==> src/rtl/video_pattern_gen.sv <==
// Video timing generator with selectable test patterns (colour bars, grey ramp, grid, solid).
// All outputs are registered one pix_ce after the raster counters and held while pix_ce is low.
module video_pattern_gen #(
    parameter int H_ACTIVE  = 800,
    parameter int H_FP      = 40,
    parameter int H_SYNC    = 128,
    parameter int H_BP      = 88,
    parameter int V_ACTIVE  = 600,
    parameter int V_FP      = 1,
    parameter int V_SYNC    = 4,
    parameter int V_BP      = 23,
    parameter int HS_POL    = 1,
    parameter int VS_POL    = 1,
    parameter int COLOR_W   = 4,
    parameter int BAR_LEVEL = 11,
    parameter int GRID      = 32
) (
    input  logic                   clk,
    input  logic                   rst,
    input  logic                   pix_ce,
    input  logic [1:0]             mode,
    input  logic [3*COLOR_W-1:0]   solid_rgb,
    output logic                   hsync,
    output logic                   vsync,
    output logic                   de,
    output logic [10:0]            x,
    output logic [9:0]             y,
    output logic [COLOR_W-1:0]     red,
    output logic [COLOR_W-1:0]     green,
    output logic [COLOR_W-1:0]     blue,
    output logic                   frame_start
);

    localparam int H_TOTAL = H_ACTIVE + H_FP + H_SYNC + H_BP;
    localparam int V_TOTAL = V_ACTIVE + V_FP + V_SYNC + V_BP;

    localparam logic [10:0] H_LAST     = 11'(H_TOTAL - 1);
    localparam logic [10:0] H_ACT      = 11'(H_ACTIVE);
    localparam logic [10:0] H_ACT_LAST = 11'(H_ACTIVE - 1);
    localparam logic [11:0] HS_START   = 12'(H_ACTIVE + H_FP);
    localparam logic [11:0] HS_END     = 12'(H_ACTIVE + H_FP + H_SYNC);
    localparam logic [9:0]  V_LAST     = 10'(V_TOTAL - 1);
    localparam logic [9:0]  V_ACT      = 10'(V_ACTIVE);
    localparam logic [9:0]  V_ACT_LAST = 10'(V_ACTIVE - 1);
    localparam logic [10:0] VS_START   = 11'(V_ACTIVE + V_FP);
    localparam logic [10:0] VS_END     = 11'(V_ACTIVE + V_FP + V_SYNC);

    localparam logic [10:0] BAR_LAST    = 11'(H_ACTIVE / 8 - 1);
    localparam logic [10:0] RAMP_LAST   = 11'((H_ACTIVE >> COLOR_W) - 1);
    localparam logic [10:0] GRID_LAST_X = 11'(GRID - 1);
    localparam logic [9:0]  GRID_LAST_Y = 10'(GRID - 1);

    localparam logic [COLOR_W-1:0] BAR_ON   = COLOR_W'(BAR_LEVEL);
    localparam logic [COLOR_W-1:0] STEP_MAX = {COLOR_W{1'b1}};
    localparam logic               HS_ON    = 1'(HS_POL);
    localparam logic               VS_ON    = 1'(VS_POL);

    logic [10:0]            hc_q, hc_d;
    logic [9:0]             vc_q, vc_d;
    logic [10:0]            bar_cnt_q, bar_cnt_d;
    logic [2:0]             bar_idx_q, bar_idx_d;
    logic [10:0]            ramp_cnt_q, ramp_cnt_d;
    logic [COLOR_W-1:0]     step_q, step_d;
    logic [10:0]            gx_q, gx_d;
    logic [9:0]             gy_q, gy_d;
    logic [1:0]             mode_q, mode_d;
    logic [3*COLOR_W-1:0]   solid_q, solid_d;

    logic                   hsync_q, hsync_d;
    logic                   vsync_q, vsync_d;
    logic                   de_q, de_d;
    logic [10:0]            x_q, x_d;
    logic [9:0]             y_q, y_d;
    logic [COLOR_W-1:0]     red_q, red_d;
    logic [COLOR_W-1:0]     green_q, green_d;
    logic [COLOR_W-1:0]     blue_q, blue_d;
    logic                   fs_q, fs_d;

    logic                   h_wrap;
    logic                   v_wrap;
    logic                   frame_first;
    logic                   active;
    logic                   grid_on;
    logic [1:0]             cur_mode;
    logic [3*COLOR_W-1:0]   cur_solid;
    logic [COLOR_W-1:0]     pix_r, pix_g, pix_b;

    // The pixel at (0,0) already uses the mode being sampled, so a frame is never split across modes.
    always_comb begin
        h_wrap      = (hc_q == H_LAST);
        v_wrap      = (vc_q == V_LAST);
        frame_first = (hc_q == 11'd0) && (vc_q == 10'd0);
        active      = (hc_q < H_ACT) && (vc_q < V_ACT);
        cur_mode    = frame_first ? mode : mode_q;
        cur_solid   = frame_first ? solid_rgb : solid_q;
        grid_on     = (gx_q == 11'd0) || (gy_q == 10'd0) ||
                      (hc_q == H_ACT_LAST) || (vc_q == V_ACT_LAST);

        pix_r = '0;
        pix_g = '0;
        pix_b = '0;
        case (cur_mode)
            2'd0: begin
                pix_r = bar_idx_q[1] ? '0 : BAR_ON;
                pix_g = bar_idx_q[2] ? '0 : BAR_ON;
                pix_b = bar_idx_q[0] ? '0 : BAR_ON;
            end
            2'd1: begin
                pix_r = step_q;
                pix_g = step_q;
                pix_b = step_q;
            end
            2'd2: begin
                pix_r = grid_on ? STEP_MAX : '0;
                pix_g = grid_on ? STEP_MAX : '0;
                pix_b = grid_on ? STEP_MAX : '0;
            end
            default: begin
                pix_r = cur_solid[3*COLOR_W-1 -: COLOR_W];
                pix_g = cur_solid[2*COLOR_W-1 -: COLOR_W];
                pix_b = cur_solid[COLOR_W-1:0];
            end
        endcase
        if (!active) begin
            pix_r = '0;
            pix_g = '0;
            pix_b = '0;
        end
    end

    // Per-line counters replace dividers: each restarts at the line wrap and tracks position within a bar/step/cell.
    always_comb begin
        hc_d       = hc_q;
        vc_d       = vc_q;
        bar_cnt_d  = bar_cnt_q;
        bar_idx_d  = bar_idx_q;
        ramp_cnt_d = ramp_cnt_q;
        step_d     = step_q;
        gx_d       = gx_q;
        gy_d       = gy_q;
        mode_d     = mode_q;
        solid_d    = solid_q;

        if (pix_ce) begin
            hc_d = h_wrap ? 11'd0 : hc_q + 11'd1;
            if (h_wrap) begin
                vc_d = v_wrap ? 10'd0 : vc_q + 10'd1;
                gy_d = (v_wrap || gy_q == GRID_LAST_Y) ? 10'd0 : gy_q + 10'd1;
            end

            if (h_wrap) begin
                bar_cnt_d = '0;
                bar_idx_d = '0;
            end else if (bar_idx_q != 3'd7) begin
                if (bar_cnt_q == BAR_LAST) begin
                    bar_cnt_d = '0;
                    bar_idx_d = bar_idx_q + 3'd1;
                end else begin
                    bar_cnt_d = bar_cnt_q + 11'd1;
                end
            end

            if (h_wrap) begin
                ramp_cnt_d = '0;
                step_d     = '0;
            end else if (ramp_cnt_q == RAMP_LAST) begin
                ramp_cnt_d = '0;
                step_d     = (step_q == STEP_MAX) ? STEP_MAX : step_q + 1'b1;
            end else begin
                ramp_cnt_d = ramp_cnt_q + 11'd1;
            end

            gx_d = (h_wrap || gx_q == GRID_LAST_X) ? 11'd0 : gx_q + 11'd1;

            if (frame_first) begin
                mode_d  = mode;
                solid_d = solid_rgb;
            end
        end
    end

    always_comb begin
        hsync_d = hsync_q;
        vsync_d = vsync_q;
        de_d    = de_q;
        x_d     = x_q;
        y_d     = y_q;
        red_d   = red_q;
        green_d = green_q;
        blue_d  = blue_q;
        fs_d    = fs_q;

        if (pix_ce) begin
            hsync_d = (({1'b0, hc_q} >= HS_START) && ({1'b0, hc_q} < HS_END)) ? HS_ON : ~HS_ON;
            vsync_d = (({1'b0, vc_q} >= VS_START) && ({1'b0, vc_q} < VS_END)) ? VS_ON : ~VS_ON;
            de_d    = active;
            x_d     = active ? hc_q : 11'd0;
            y_d     = active ? vc_q : 10'd0;
            red_d   = pix_r;
            green_d = pix_g;
            blue_d  = pix_b;
            fs_d    = active && frame_first;
        end
    end

    always_ff @(posedge clk or posedge rst) begin
        if (rst) begin
            hc_q       <= '0;
            vc_q       <= '0;
            bar_cnt_q  <= '0;
            bar_idx_q  <= '0;
            ramp_cnt_q <= '0;
            step_q     <= '0;
            gx_q       <= '0;
            gy_q       <= '0;
            mode_q     <= '0;
            solid_q    <= '0;
            hsync_q    <= ~HS_ON;
            vsync_q    <= ~VS_ON;
            de_q       <= 1'b0;
            x_q        <= '0;
            y_q        <= '0;
            red_q      <= '0;
            green_q    <= '0;
            blue_q     <= '0;
            fs_q       <= 1'b0;
        end else begin
            hc_q       <= hc_d;
            vc_q       <= vc_d;
            bar_cnt_q  <= bar_cnt_d;
            bar_idx_q  <= bar_idx_d;
            ramp_cnt_q <= ramp_cnt_d;
            step_q     <= step_d;
            gx_q       <= gx_d;
            gy_q       <= gy_d;
            mode_q     <= mode_d;
            solid_q    <= solid_d;
            hsync_q    <= hsync_d;
            vsync_q    <= vsync_d;
            de_q       <= de_d;
            x_q        <= x_d;
            y_q        <= y_d;
            red_q      <= red_d;
            green_q    <= green_d;
            blue_q     <= blue_d;
            fs_q       <= fs_d;
        end
    end

    assign hsync       = hsync_q;
    assign vsync       = vsync_q;
    assign de          = de_q;
    assign x           = x_q;
    assign y           = y_q;
    assign red         = red_q;
    assign green       = green_q;
    assign blue        = blue_q;
    assign frame_start = fs_q;

endmodule

==> config.mk <==
export PLATFORM = sky130hd
export DESIGN_NAME = video_pattern_gen
export DESIGN_NICKNAME = d
export VERILOG_FILES = /design/src/rtl/video_pattern_gen.sv
export SDC_FILE = /design/constraint.sdc
export NUM_CORES = 1
export LEC_CHECK = 0
export ABC_AREA = 1
export BUFFER_PORTS_ARGS = -buffer_cell sky130_fd_sc_hd__buf_2
export CAP_MARGIN = 5
export CORE_MARGIN = 8
export CORE_UTILIZATION = 32
export DETAILED_ROUTE_END_ITERATION = 8
export SETUP_SLACK_MARGIN = 0.2
export SLEW_MARGIN = 20
export SYNTH_ARGS = -nofsm -noshare
export SYNTH_HDL_FRONTEND = slang
export SYNTH_SLANG_ARGS = --single-unit
==> constraint.sdc <==
create_clock -name clk -period 4 [get_ports clk]
set_input_delay 0.2 -clock clk [delete_from_list [all_inputs] [get_ports clk]]
set_output_delay 0.2 -clock clk [all_outputs]
set_load 0.05 [all_outputs]
==> results.tsv <==
stage	metric	value	unit
grt	global-route wire length before repair	26.5	mm
logic_synthesis	Post-synth EDFFs	0	
cells_and_area	diodes inserted	0	
placed_design	HPWL after DPL	11.3	mm
logic_synthesis	Distinct cells, synth	46	
cts	postcts setup bufs	0	
routing	DRT iter0 DRCs	437	
grt	initial antenna violation count	0	
timing	Max transition margin	0.352	
cts	H-tree lvl count	4	
logic_synthesis	area share of the largest cell type after synthesis	0.468	
routing	DRC	0	
worst_setup_path	crit-path cells	ha_1 > nand3_1 > inv_1 > nand4_4 > nor2_4 > inv_2 > nand2_1 > nand2_1 > inv_1 > nand3_1 > o21ai_0	
logic_synthesis	synth warn	0	
logic_synthesis	Avg Inst Size Synth	8.02	um2
cts	total CTS buffers	17	
worst_setup_path	crit path max-delay cell type	nor2_4	
routing	WL final	15.4	mm
cells_and_area	Filler cells	2058	
floorplan	Rows	52	
cts	Bufs on Longest Clock Path	2	
grt	GRT Residual Overflow	0	
worst_setup_path	largest stage delay on the critical path	0.46	ns
logic_synthesis	syn nets	847	
placed_design	IO Port Bufs	53	
timing	Worst Clk Skew	0.00769	ns
worst_setup_path	Startpoint Class	flop	
logic_synthesis	post-synth top area cell	dfrtp_1	
timing	Final Hold Slack	-0.0219	ns
cts	Hold-fix buffers, CTS	0	
hold_path	Tightest Hold Check Type	primary input to async pin	
cts	CTS tree	yes	
logic_synthesis	ys flop type	dfrtp_1	
grt	largest net degree at the start of global routing	68	
worst_setup_path	critical path required time	4.33	ns
floorplan	die width	159	um
power	Pwr Density	451	nW/um2
floorplan	Chip Height	159	um
cells_and_area	layout cell share with drive strength beyond 1	0.133	
grt	GRT Overall Usage	0.128	
floorplan	die area	25200	um2
logic_synthesis	synthesized area	6530	um2
logic_synthesis	FF+latch count, synth	122	
logic_synthesis	post-synthesis cell count	814	
power	Max VDD drop	0.281	mV
cells_and_area	nets	899	
logic_synthesis	Synth area leaders	dfrtp_1, nand2_1, inv_1	
timing	final hold violations	24	
cts	clk slew on worst S/H paths	0.05	ns
outcome	failing checks	hold timing	
worst_setup_path	Worst Path Max Fanout	22	
cells_and_area	post-layout util	0.376	
floorplan	core area	20100	um2
timing	Total Neg Setup Slack	0	ns
routing	Antenna Nets Post-Route	0	
floorplan	IO Count	54	
floorplan	Initial Utilization	0.325	
timing	pins over their slew limit	0	
worst_setup_path	Worst setup EP type	flop	
timing	Final period util	0.645	
outcome	status	finished with violations	
cts	# resized after CTS	0	
logic_synthesis	asr flop ratio synth	1.00	
cts	CTS root buf	clkbuf_16	
worst_setup_path	type of the worst setup path	flop to flop	
grt	number of global-route vias before repair	5379	
routing	via count	5443	
placed_design	GP Congestion	0.853	
cts	insertion delay to the later sink of the worst-skew pair	0.41	ns
routing	Initial DRT Pass Iterations	5	
routing	WL per Instance	13.5	um
power	Tot Pwr	3.41	mW
run	max_cap viols	0	
cells_and_area	P&R area growth vs syn	15.9	%
timing	Worst Tran Pin Value	0.969	ns
cts	CTS sink count	122	
worst_setup_path	Worst Path Arrival	2.91	ns
routing	via/cell ratio	4.74	
timing	RSZ-0062 raised after global routing	no	
timing	# setup viols final	0	
timing	FMAX	0.388	GHz
logic_synthesis	Seq/Total Area, Yosys	0.468	
timing	Final min period	2.58	ns
power	Lkg Pwr	3.84	nW
==> worst max-delay path: cells and delay by family, from the launching register on <==
kind / cells / cell delay, ns
compound gates: 1 / 0.08
fa+ha+maj: 1 / 0.18
buf+inv: 3 / 0.53
flops: 1 / 0.39
simple gates: 6 / 1.31
==> cell type report <==
cell class / instances / area [um2] / area share
clock inverters: 8 / 70.1 / 0.00926
multi-input cells: 552 / 2890 / 0.382
clock buffers: 23 / 478 / 0.0632
repair buffers: 58 / 303 / 0.0400
flip-flops and latches: 122 / 3050 / 0.404
inverters: 115 / 434 / 0.0574
well taps: 270 / 338 / 0.0447
==> synthesized netlist by cell type, types with 2 or more instances <==
library cell,n
nand2_1,184
dfrtp_1,122
inv_1,110
nor2_1,72
o21ai_0,61
nand3_1,50
nand4_1,33
nor3_1,27
a21oi_1,19
xor2_1,19
ha_1,16
o21ai_1,12
buf_2,8
clkbuf_1,7
nor2_4,6
buf_4,5
inv_2,5
nor3_2,5
buf_6,4
nand2_2,4
nor3b_1,4
o211ai_1,4
o21a_1,4
o22ai_1,4
nor2_2,3
a31oi_1,2
and3_1,2
nand3_2,2
nand3b_1,2
xnor2_1,2
==> metal layers <==
layer | share of wire | wire (um) | track usage
met5 | 0 | 0 | 0
met2 | 0.46 | 7070 | 0.200
met1 | 0.47 | 7260 | 0.162
met4 | 0.026 | 406 | 0.0576
met3 | 0.046 | 704 | 0.0336
==> cells in the final DEF (no fill, tap or decap), drive strengths merged, types with 19 or more instances in the layout <==
master	count
nand2	188
clkbuf	23
xor2	19
dfrtp	122
inv	115
buf	58
nand4	34
nor2	82
nand3	53
nor3	32
a21oi	19
o21ai	74
==> per-stage QoR <==
stage	area (um2)	worst slack, ns	hold slack (ns)	instances
2_1_floorplan	6530	0.557	0.359	814
3_3_place_gp	7020	1.44	0.456	1117
3_5_place_dp	7020	1.41	0.460	1117
4_1_cts	7570	1.38	0.0212	1148
5_1_grt	7570	0.957	0.0718	1148
6_report	7570	1.42	-0.0219	1148
==> kinds of logic after synthesis <==
| logic type | count (synthesis) | share of synthesized area |
|---|---|---|
| AO/OA/AOI/OAI | 113 | 0.0945 |
| XOR/XNOR | 21 | 0.0282 |
| adder cells (fa/ha/maj) | 16 | 0.0307 |
| buffers and inverters | 140 | 0.0895 |
| flip-flops | 122 | 0.468 |
| multiplexers | 1 | 0.00153 |
| AND/OR/NAND/NOR | 401 | 0.288 |
==> final timing paths <==
| kind | start | end | slack, ns | depth (start not counted) |
|---|---|---|---|---|
| worst min-delay path | rst | gx_q[3]$_DFFE_PP0P_ | -0.02 | 2 |
| max in group asynchronous | rst | solid_q[5]$_DFFE_PP0P_ | 3.09 | 3 |
| worst max register to register | hc_q[0]$_DFFE_PP0P_ | bar_idx_q[0]$_DFFE_PP0P_ | 1.42 | 11 |
| min in group clk | solid_rgb[6] | solid_q[6]$_DFFE_PP0P_ | 0.07 | 3 |
| worst min register to register | blue[2]$_DFFE_PP0P_ | blue[2]$_DFFE_PP0P_ | 0.47 | 2 |
| worst max-delay path | hc_q[0]$_DFFE_PP0P_ | bar_idx_q[0]$_DFFE_PP0P_ | 1.42 | 11 |
==> where the power goes <==
part / internal, mW / switching, mW
sequential: 1.36 / 0.117
combinational: 0.150 / 0.368
clock: 0.893 / 0.527
==> flip-flops by register name, indices dropped and copies added (netlist names), 2 cells and up, named ones only <==
signal and count:
bar_cnt_q 11, gx_q 11, hc_q 11, ramp_cnt_q 11, solid_q 11, x 11
gy_q 10, vc_q 10, y 10, blue 4, green 4, red 4
step_q 4, bar_idx_q 3, mode_q 2
Note: power is estimated with default switching activity, not from simulation.
